--- src/rtl/uart_pkg.sv ---
// Definitions shared by the UART transmit and receive paths:
// FSM state encoding, parity modes and the default bit timing.
package uart_pkg;

  typedef enum logic [2:0] {
    S_IDLE   = 3'd0,
    S_START  = 3'd1,
    S_DATA   = 3'd2,
    S_PARITY = 3'd3,
    S_STOP   = 3'd4
  } uart_state_t;

  localparam int PARITY_NONE = 0;
  localparam int PARITY_ODD  = 1;
  localparam int PARITY_EVEN = 2;

  // 50 MHz system clock at 115200 baud
  localparam int DEFAULT_CLKS_PER_BIT = 434;

  function automatic logic parity_bit(input logic data_xor, input int mode);
    return (mode == PARITY_ODD) ? ~data_xor : data_xor;
  endfunction

endpackage

--- src/rtl/uart_baud_cnt.sv ---
// Bit-period timer: counts 0..CLKS_PER_BIT-1 and flags the terminal count.
// A synchronous clear restarts the period from zero.
module uart_baud_cnt
  import uart_pkg::*;
#(
  parameter int CLKS_PER_BIT = DEFAULT_CLKS_PER_BIT
) (
  input  logic clk,
  input  logic rst,
  input  logic clear,
  output logic bit_done
);

  localparam int CNT_W = (CLKS_PER_BIT > 1) ? $clog2(CLKS_PER_BIT) : 1;
  localparam logic [CNT_W-1:0] LAST = CNT_W'(CLKS_PER_BIT - 1);

  logic [CNT_W-1:0] cnt;

  always_ff @(posedge clk or negedge rst) begin
    if (!rst)
      cnt <= '0;
    else if (clear || cnt == LAST)
      cnt <= '0;
    else
      cnt <= cnt + 1'b1;
  end

  // Must not depend on clear: the transmitter derives clear from bit_done
  assign bit_done = (cnt == LAST);

endmodule

--- src/rtl/uart_tx.sv ---
// UART transmitter: pops bytes from the transmit FIFO and serializes them
// as start bit, LSB-first data, optional parity and 1 or 2 stop bits.
module uart_tx
  import uart_pkg::*;
#(
  parameter int WIDTH        = 8,
  parameter int CLKS_PER_BIT = DEFAULT_CLKS_PER_BIT,
  parameter int PARITY       = PARITY_NONE,
  parameter int STOP_BITS    = 1
) (
  input  logic             clk,
  input  logic             rst,
  input  logic             fifo_empty,
  input  logic [WIDTH-1:0] fifo_data,
  output logic             fifo_read,
  output logic             tx,
  output logic             busy
);

  localparam int BIT_W = $clog2(WIDTH + STOP_BITS);
  localparam logic [BIT_W-1:0] LAST_DATA = BIT_W'(WIDTH - 1);
  localparam logic [BIT_W-1:0] LAST_STOP = BIT_W'(STOP_BITS - 1);

  uart_state_t      state, state_n;
  logic [WIDTH-1:0] shift_reg, shift_n;
  logic [BIT_W-1:0] bit_cnt, bit_n;
  logic             par_reg, par_n;
  logic             tx_n, busy_n;
  logic             bit_done, last_stop, baud_clear;

  uart_baud_cnt #(
    .CLKS_PER_BIT(CLKS_PER_BIT)
  ) u_baud (
    .clk     (clk),
    .rst     (rst),
    .clear   (baud_clear),
    .bit_done(bit_done)
  );

  assign last_stop  = (state == S_STOP) && (bit_cnt == LAST_STOP) && bit_done;
  assign fifo_read  = rst && !fifo_empty && ((state == S_IDLE) || last_stop);
  assign baud_clear = fifo_read || (state == S_IDLE);

  always_ff @(posedge clk or negedge rst) begin
    if (!rst) begin
      state     <= S_IDLE;
      shift_reg <= '0;
      bit_cnt   <= '0;
      par_reg   <= 1'b0;
      tx        <= 1'b1;
      busy      <= 1'b0;
    end else begin
      state     <= state_n;
      shift_reg <= shift_n;
      bit_cnt   <= bit_n;
      par_reg   <= par_n;
      tx        <= tx_n;
      busy      <= busy_n;
    end
  end

  // A pop takes priority in every state, which gives back-to-back frames for free.
  // Parity is settled at pop time so the shifting register never feeds it.
  always_comb begin
    state_n = state;
    shift_n = shift_reg;
    bit_n   = bit_cnt;
    par_n   = par_reg;
    tx_n    = tx;
    busy_n  = busy;
    if (fifo_read) begin
      shift_n = fifo_data;
      par_n   = parity_bit(^fifo_data, PARITY);
      bit_n   = '0;
      state_n = S_START;
      tx_n    = 1'b0;
      busy_n  = 1'b1;
    end else begin
      case (state)
        S_IDLE: begin
          tx_n   = 1'b1;
          busy_n = 1'b0;
        end
        S_START: begin
          if (bit_done) begin
            state_n = S_DATA;
            tx_n    = shift_reg[0];
            bit_n   = '0;
          end
        end
        S_DATA: begin
          if (bit_done) begin
            if (bit_cnt == LAST_DATA) begin
              bit_n = '0;
              if (PARITY != PARITY_NONE) begin
                state_n = S_PARITY;
                tx_n    = par_reg;
              end else begin
                state_n = S_STOP;
                tx_n    = 1'b1;
              end
            end else begin
              shift_n = shift_reg >> 1;
              tx_n    = shift_n[0];
              bit_n   = bit_cnt + 1'b1;
            end
          end
        end
        S_PARITY: begin
          if (bit_done) begin
            state_n = S_STOP;
            tx_n    = 1'b1;
            bit_n   = '0;
          end
        end
        S_STOP: begin
          if (bit_done) begin
            if (bit_cnt == LAST_STOP) begin
              state_n = S_IDLE;
              busy_n  = 1'b0;
              tx_n    = 1'b1;
            end else begin
              bit_n = bit_cnt + 1'b1;
            end
          end
        end
        default: begin
          state_n = S_IDLE;
          tx_n    = 1'b1;
          busy_n  = 1'b0;
        end
      endcase
    end
  end

endmodule
--- config.mk ---
export PLATFORM = sky130hd
export DESIGN_NAME = uart_tx
export DESIGN_NICKNAME = d
export VERILOG_FILES = /design/src/rtl/uart_pkg.sv /design/src/rtl/uart_baud_cnt.sv /design/src/rtl/uart_tx.sv
export SDC_FILE = /design/constraint.sdc
export NUM_CORES = 1
export LEC_CHECK = 0
export BUFFER_PORTS_ARGS = -buffer_cell sky130_fd_sc_hd__buf_4
export CAP_MARGIN = 15
export CORE_UTILIZATION = 36
export CTS_CLUSTER_SIZE = 8
export DETAILED_ROUTE_END_ITERATION = 12
export PLACE_DENSITY = 0.55
export SYNTH_ARGS = -nofsm -noshare
export SYNTH_HDL_FRONTEND = slang
export SYNTH_SLANG_ARGS = --single-unit
--- constraint.sdc ---
create_clock -name clk -period 3.3 [get_ports clk]
set_input_delay 0.165 -clock clk [delete_from_list [all_inputs] [get_ports clk]]
set_output_delay 0.165 -clock clk [all_outputs]
set_load 0.05 [all_outputs]
==> After elaboration in Yosys (flattened, before gate mapping) <==
Index checks and enable logic that the tools add are counted.
{ "word_totals": {"regBits": 26, "input_bits": 11, "output_inout_bits": 3, "wordCells": 77} }
{ "classes": {"add_sub_neg": 2, "eq_ne": 17, "mux": 32, "reduce_logical": 20} }
{ "op_table": {"columns": ["cell", "n"], "rows": [
  ["$mux W8", 4],
  ["$mux W4", 6],
  ["$mux W3", 7],
  ["$ne A3 B3 Y1 const B", 6],
  ["$pmux W3 S5", 1],
  ["$pmux W4 S3", 1],
  ["$mux W1", 10],
  ["$reduce_and A5 Y1", 2],
  ["$add A9 B1 Y9 const B", 1],
  ["$eq A9 B9 Y1 const B", 1],
  ["$mux W9", 1],
  ["$reduce_and A7 Y1", 1],
  ["$eq A3 B2 Y1 const B", 2],
  ["$reduce_and A3 Y1", 2],
  ["$add A4 B1 Y4 const B", 1],
  ["$eq A4 B3 Y1 const B", 1],
  ["$logic_and A1 B1 Y1", 4],
  ["$logic_not A4 Y1", 1],
  ["$ne A2 B2 Y1 const B", 2],
  ["$pmux W1 S4", 1],
  ["$reduce_bool A2 Y1", 2],
  ["$reduce_bool A4 Y1", 1],
  ["$eq A3 B1 Y1 const B", 1],
  ["$eq A3 B3 Y1 const B", 1],
  ["9 further kinds", 11]
]} }

==> Longest topological paths before layout <==
{ "logic_depth": {"ltp_word": 8, "depth_mapped": 8, "mapped_depth_nobuf": 8} }

==> Modules after synthesis <==
From an unflattened synthesis, not the netlist that was laid out.
{ "unflattened": {"cells_unflattened": 155, "area_unflattened_um2": 1487.7} }
{ "by_module_without_submodules": {"columns": ["module", "instances", "cells_each", "area_each_um2", "seq_area_each_um2"], "rows": [
  ["uart_tx", 1, 107, 1002.2, 426.7],
  ["uart_baud_cnt", 1, 48, 485.5, 225.2]
]} }

==> Worst setup path after synthesis <==
Ideal clock, no wire load.
{ "synth_timing": {"path_kind": "register -> register", "start": "register u_baud.cnt[0]", "end": "register shift_reg[0]", "setup_ps": 124, "arrival_time_ps": 1734, "t_required_ps": 3176, "slack_ps": 1441, "path_stages_with_launch": 8, "n_path_buf": 0, "period_less_slack_ps": 1859, "path_cell_list": "dfrtp_1 > ha_1 > and4b_1 > and2_1 > a31oi_2 > inv_2 > a22oi_1 > nand2_1"} }
{ "synth_via": {"elab_chain_cells": 6, "elab_cells_between_ends": 9, "classes_between": "2 x eq/ne; 1 x mux; 6 x reduce/logical"} }
{ "synth_rtl": {"columns": ["item", "line", "source"], "rows": [
  ["start: declaration", "uart_baud_cnt.sv:17", "logic [CNT_W-1:0] cnt;"],
  ["start signal: assignment", "uart_baud_cnt.sv:25", "cnt <= cnt + 1'b1;"],
  ["$eq A9 B9 Y1 *", "uart_baud_cnt.sv:29", "assign bit_done = (cnt == LAST);"],
  ["$logic_and A1 B1 Y1 *", "uart_tx.sv:40", "assign last_stop = (state == S_STOP) && (bit_cnt == LAST_STOP) && bit_done;"],
  ["$logic_or A1 B1 Y1 *", "uart_tx.sv:41", "assign fifo_read = rst && !fifo_empty && ((state == S_IDLE) || last_stop);"],
  ["$logic_and A1 B1 Y1 *", "uart_tx.sv:41", null],
  ["net fifo_read", "uart_tx.sv:15", "output logic fifo_read,"],
  ["$ne A2 B2 Y1 (no line) / $reduce_bool A2 Y1 (equally long branches)", null, null],
  ["$reduce_and A3 Y1 (no line)", null, null],
  ["end signal: assignment", "uart_tx.sv:54", "shift_reg <= shift_n;"],
  ["end: declaration", "uart_tx.sv:25", "logic [WIDTH-1:0] shift_reg, shift_n;"]
]} }
The timed path passes the listed nets; every way through them passes the cells marked *.
A chain may end at the register's enable or synchronous reset.

==> Worst setup path after layout <==
{ "layout_timing": {"start": "input rst", "end": "output fifo_read"} }
{ "layout_via": {"elab_chain_cells": 2} }
{ "layout_rtl": {"columns": ["item", "line", "source"], "rows": [
  ["start: declaration", "uart_tx.sv:12", "input logic rst,"],
  ["$logic_and A1 B1 Y1 (2 in series)", "uart_tx.sv:41", null],
  ["end: declaration", "uart_tx.sv:15", null]
]} }
Every way passes these cells.

==> run summary <==
The maximum number of buffers from clock root to sink is 2. The count of buffer and inverter cells on the critical path was 4; the vias per cell was 5.277. The synthesis-to-finish area growth was 13.95%. Setup repair after global routing left no endpoint under its margin.

The warning count from the yosys run came out at 0. The synthesized design contains 0 enable-type register cells. The simple-gate area share of the yosys netlist came out at 0.2657. The post-route cell area was 1615 um^2. Summed over all cells, the static leakage comes to 0.7346 nW.

The normalized max-slew margin is 0.5152. The part of the cycle the worst path needs is 0.7672, and the number of endpoints failing setup at the final stage is 0. The via count of the first global-routing pass was 1054. The worst min-delay path endpoint is shift_reg[7].

Synthesis produced a netlist with a net count of 167. At the later pin of the worst-skew pair, clock insertion delay measures 0.27 ns. The logs give 0.3815 for the starting density of the core and 0 for the sum of overflow across all layers after global routing. The path type of the worst min-delay path was primary input to register.

Classification of the worst setup path: primary input to primary output. The filler cells instantiated in the layout total 369. The startpoint identified for the worst hold timing path is fifo_data[7]. Once detail routing completed, the nets flagged for antenna violations numbered 0.

The tools report the number of inserted diodes as 0. The slowest stage of the critical path is the dlygate4sd3_1 cell. The synthesized netlist cell count is 152, and the die extent in x is 64.75 um. Across the run, the number of max-cap violations was 0. The relative contribution of sequential cells to total power came out at 0.503.

Number of clock sinks: 26. The worst register-to-register path begins at u_baud.cnt[0]. The share of flip-flops with an asynchronous set or reset after synthesis is 1.000, and the fraction of power consumed by combinational cells is 0.285. The internal portion of the total power is 635.9 uW. The part of the Yosys area used for sequential elements is 0.4598. STA classifies the critical path endpoint as a primary output. The fraction of final layout cells with drive strength greater than 1 is 0.1818, and the instance area at placement is 1550 um^2. The xor-xnor portion of the synthesized cell area came out at 0.04325. The share of total power consumed by net switching is 0.3410, and the total CTS buffers is 3. For the worst setup path, the data required time is 3.13 ns. For the number of H-tree branching levels, the log shows 1. The smallest clock period supported by the final layout is computed as 2.532 ns. The signal on the critical path passes through dlygate4sd3_1 -> buf_4 -> or4b_1 -> nor2_1 -> a31oi_2 -> inv_2 -> buf_4.

The number of distinct library cells after synthesis is 45, and the area of the mapped netlist is 1418 um^2. The initial antenna violation count is 0, and the post-detailed-routing wire length is 2.763 mm. At the end of the flow, the number of nets in the layout was 181.

By area, the combinational part of the netlist is dominated by simple AND/OR/NAND/NOR gates. TritonCTS built the clock tree. The setup slack on the worst flop-to-flop path was 1.11 ns; the mean instance size in the synthesized netlist was 9.326 um^2. The pin count of the biggest net entering global routing is 30, and the number of flip-flops under the largest register name is 9. For the total iterations of the first detailed-routing run, the log shows 4. The floorplan die area came out at 4193 um^2. Category of the worst setup path launch point: a primary input. The number of cells on the worst reg-to-reg path is 7. The site row count was 22. In this run the clock root is driven by a clkbuf_8. The flow ran to the end, and the final reports show no timing, DRC or antenna violations.

Counting instances, the worst hold path has a depth of 3. The family of cells with the greatest summed delay on the critical path was buffers and inverters. The multiplexer share of the synthesized area was 0.007061; the power spent charging and discharging nets was 329.0 uW.

Buffers added to address setup during post-CTS repair amount to 0. In the synthesized netlist the dominant register cell turns out to be dfrtp_1. The data arrival time at the worst-slack endpoint is 2.37 ns, and the transition time at the pin with the least slew margin is 0.7249 ns. The maximum clock frequency was 0.3950 GHz. Overall routing resource usage: 0.1479. In this run the critical register-to-register path is captured at shift_reg[1]. The DRC violation total after the first TritonRoute iteration was 23.

The wire length per cell came out at 12.97 um. The floorplan step set the die height to 64.75 um. The total of flip-flops plus latches after synthesis is 26, and the clock transition at the registers of the reported paths is 0.09 ns. The area share of fa/ha/maj cells after synthesis is 0.03530, and the peak ir drop on the vdd network is 0.2269 mV. The run gives 0 as the count of final max-slew check failures. The top fanout value on the critical path is 29, and the global-route wire length before repair is 4.830 mm. Count of vias placed by the detailed router: 1124.

Among the stages of the critical path, the cell type that occurs most often is buf_4. After floorplanning, the core was sized to cover 3716 um^2. In this run the tool buffered the top-level ports with 13 buffer cells. The synthesized-area fraction occupied by ao, oa, aoi and oai cells works out to 0.1474.

Routability-driven placement finished with a final weighted congestion of 0.7553. The proportion of power drawn by the clock network is 0.212. For this design the ratio of total power to cell area is 597.4 nW/um^2.

The total count of hold-check failures in the final report was 0; the delay of the slowest cell on the worst path was 0.53 ns. After routing, the total negative slack on setup checks comes to 0 ns. The logs give 0.002257 ns for the clock tree skew after final layout and 2.028 mm for the total half-perimeter wirelength after legalization and detailed placement. In the routed design, unresolved DRC markers number 0. During I/O placement, the number of pins put on the boundary was 14.
==> metrics by stage <==
| stage | hold slack [ns] | cells | util | power [mW] | setup slack [ns] |
|---|---|---|---|---|---|
| after floorplan | -0.1306 | 152 | - | 0.6860 | 1.441 |
| after CTS | 0.08065 | 213 | 0.4347 | 0.9783 | 0.7452 |
| final | 0.08403 | 213 | 0.4347 | 0.9650 | 0.7682 |
| after detailed placement | 0.1091 | 208 | 0.4172 | 0.7682 | 1.115 |
| after global routing | 0.09054 | 213 | 0.4347 | 1.037 | 0.5763 |
| after global placement | 0.1027 | 208 | 0.4172 | 0.7576 | 1.203 |
==> worst min-delay path, stage by stage <==
cell,delay [ns]
buf_4,0.07
nand2_1,0.04
nand2_1,0.05
==> worst max-delay path by stage <==
stage                     cells past startpoint  slack, ns     startpoint           end
after floorplan                               7       1.44  u_baud.cnt[0]  shift_reg[0]
after global placement                        6       1.20  u_baud.cnt[0]     fifo_read
after detailed placement                      7       1.12  u_baud.cnt[0]  shift_reg[1]
after CTS                                     7       0.75            rst     fifo_read
after global routing                          7       0.58            rst     fifo_read
final                                         7       0.77            rst     fifo_read
==> power by group through the flow <==
| stage | registers (mW) | logic, mW | clock network, mW |
|---|---|---|---|
| after floorplan | 0.509 | 0.177 | 0 |
| after CTS | 0.484 | 0.280 | 0.214 |
| after global routing | 0.498 | 0.312 | 0.227 |
| after global placement | 0.487 | 0.270 | 0 |
| final | 0.485 | 0.275 | 0.205 |
| after detailed placement | 0.491 | 0.278 | 0 |
==> repair_timing <==
item,CTS,global route
setup endpoints to repair,0,0
hold buffers,1,0
gates resized for setup,0,0
endpoints found under the hold margin,25,0
==> cells in the final DEF, fill, tap and decap left out, types with 5 or more instances in the layout <==
cell type / synthesis / layout
nor2_1: 20 / 20
dfrtp_1: 25 / 25
a21oi_1: 5 / 5
nand2_1: 21 / 21
a31oi_1: 5 / 5
o21ai_0: 6 / 6
inv_1: 8 / 8
buf_4: 1 / 13
xnor2_1: 5 / 5
nand3_1: 8 / 8
==> area by class of cell <==
| type | instances | area [um^2] | share of cell area |
|---|---|---|---|
| Inverter | 9 | 33.78 | 0.02091 |
| Timing Repair Buffer | 14 | 107.6 | 0.06661 |
| Multi-Input combinational cell | 112 | 706.9 | 0.4376 |
| Sequential cell | 26 | 651.9 | 0.4036 |
| Tap cell | 48 | 60.06 | 0.03718 |
| Clock buffer | 4 | 55.05 | 0.03408 |
==> logic make-up after synthesis <==
| logic type | Yosys count |
|---|---|
| compound gates | 28 |
| buf+inv | 14 |
| fa+ha+maj | 4 |
| mux | 1 |
| xor+xnor | 7 |
| flops | 26 |
| simple gates | 72 |
==> cell usage after synthesis (2+ instances only) <==
| cell type | instances | area (um^2) |
|---|---|---|
| ha_1 | 4 | 50.05 |
| dfrtp_1 | 25 | 625.6 |
| nor2_1 | 20 | 75.07 |
| xnor2_1 | 5 | 43.79 |
| nor3b_1 | 2 | 15.01 |
| nand3_1 | 8 | 40.04 |
| o41ai_2 | 2 | 32.53 |
| a31oi_1 | 5 | 31.28 |
| o21ai_0 | 6 | 30.03 |
| nor3_1 | 4 | 20.02 |
| xor2_1 | 2 | 17.52 |
| a22oi_1 | 2 | 15.01 |
| inv_1 | 8 | 30.03 |
| buf_2 | 2 | 10.01 |
| nand2_1 | 21 | 78.83 |
| and3_1 | 2 | 12.51 |
| a21o_1 | 2 | 15.01 |
| a21oi_1 | 5 | 25.02 |
==> layer usage <==
| metal | share of wire | track usage | routed length [um] |
|---|---|---|---|
| met3 | 0.022 | 0.02113 | 62 |
| met1 | 0.50 | 0.2109 | 1377 |
| met5 | 0 | 0 | 0 |
| met4 | 0.014 | 0.05000 | 38 |
| met2 | 0.46 | 0.2279 | 1284 |
Note: power is estimated with default switching activity, not from simulation.
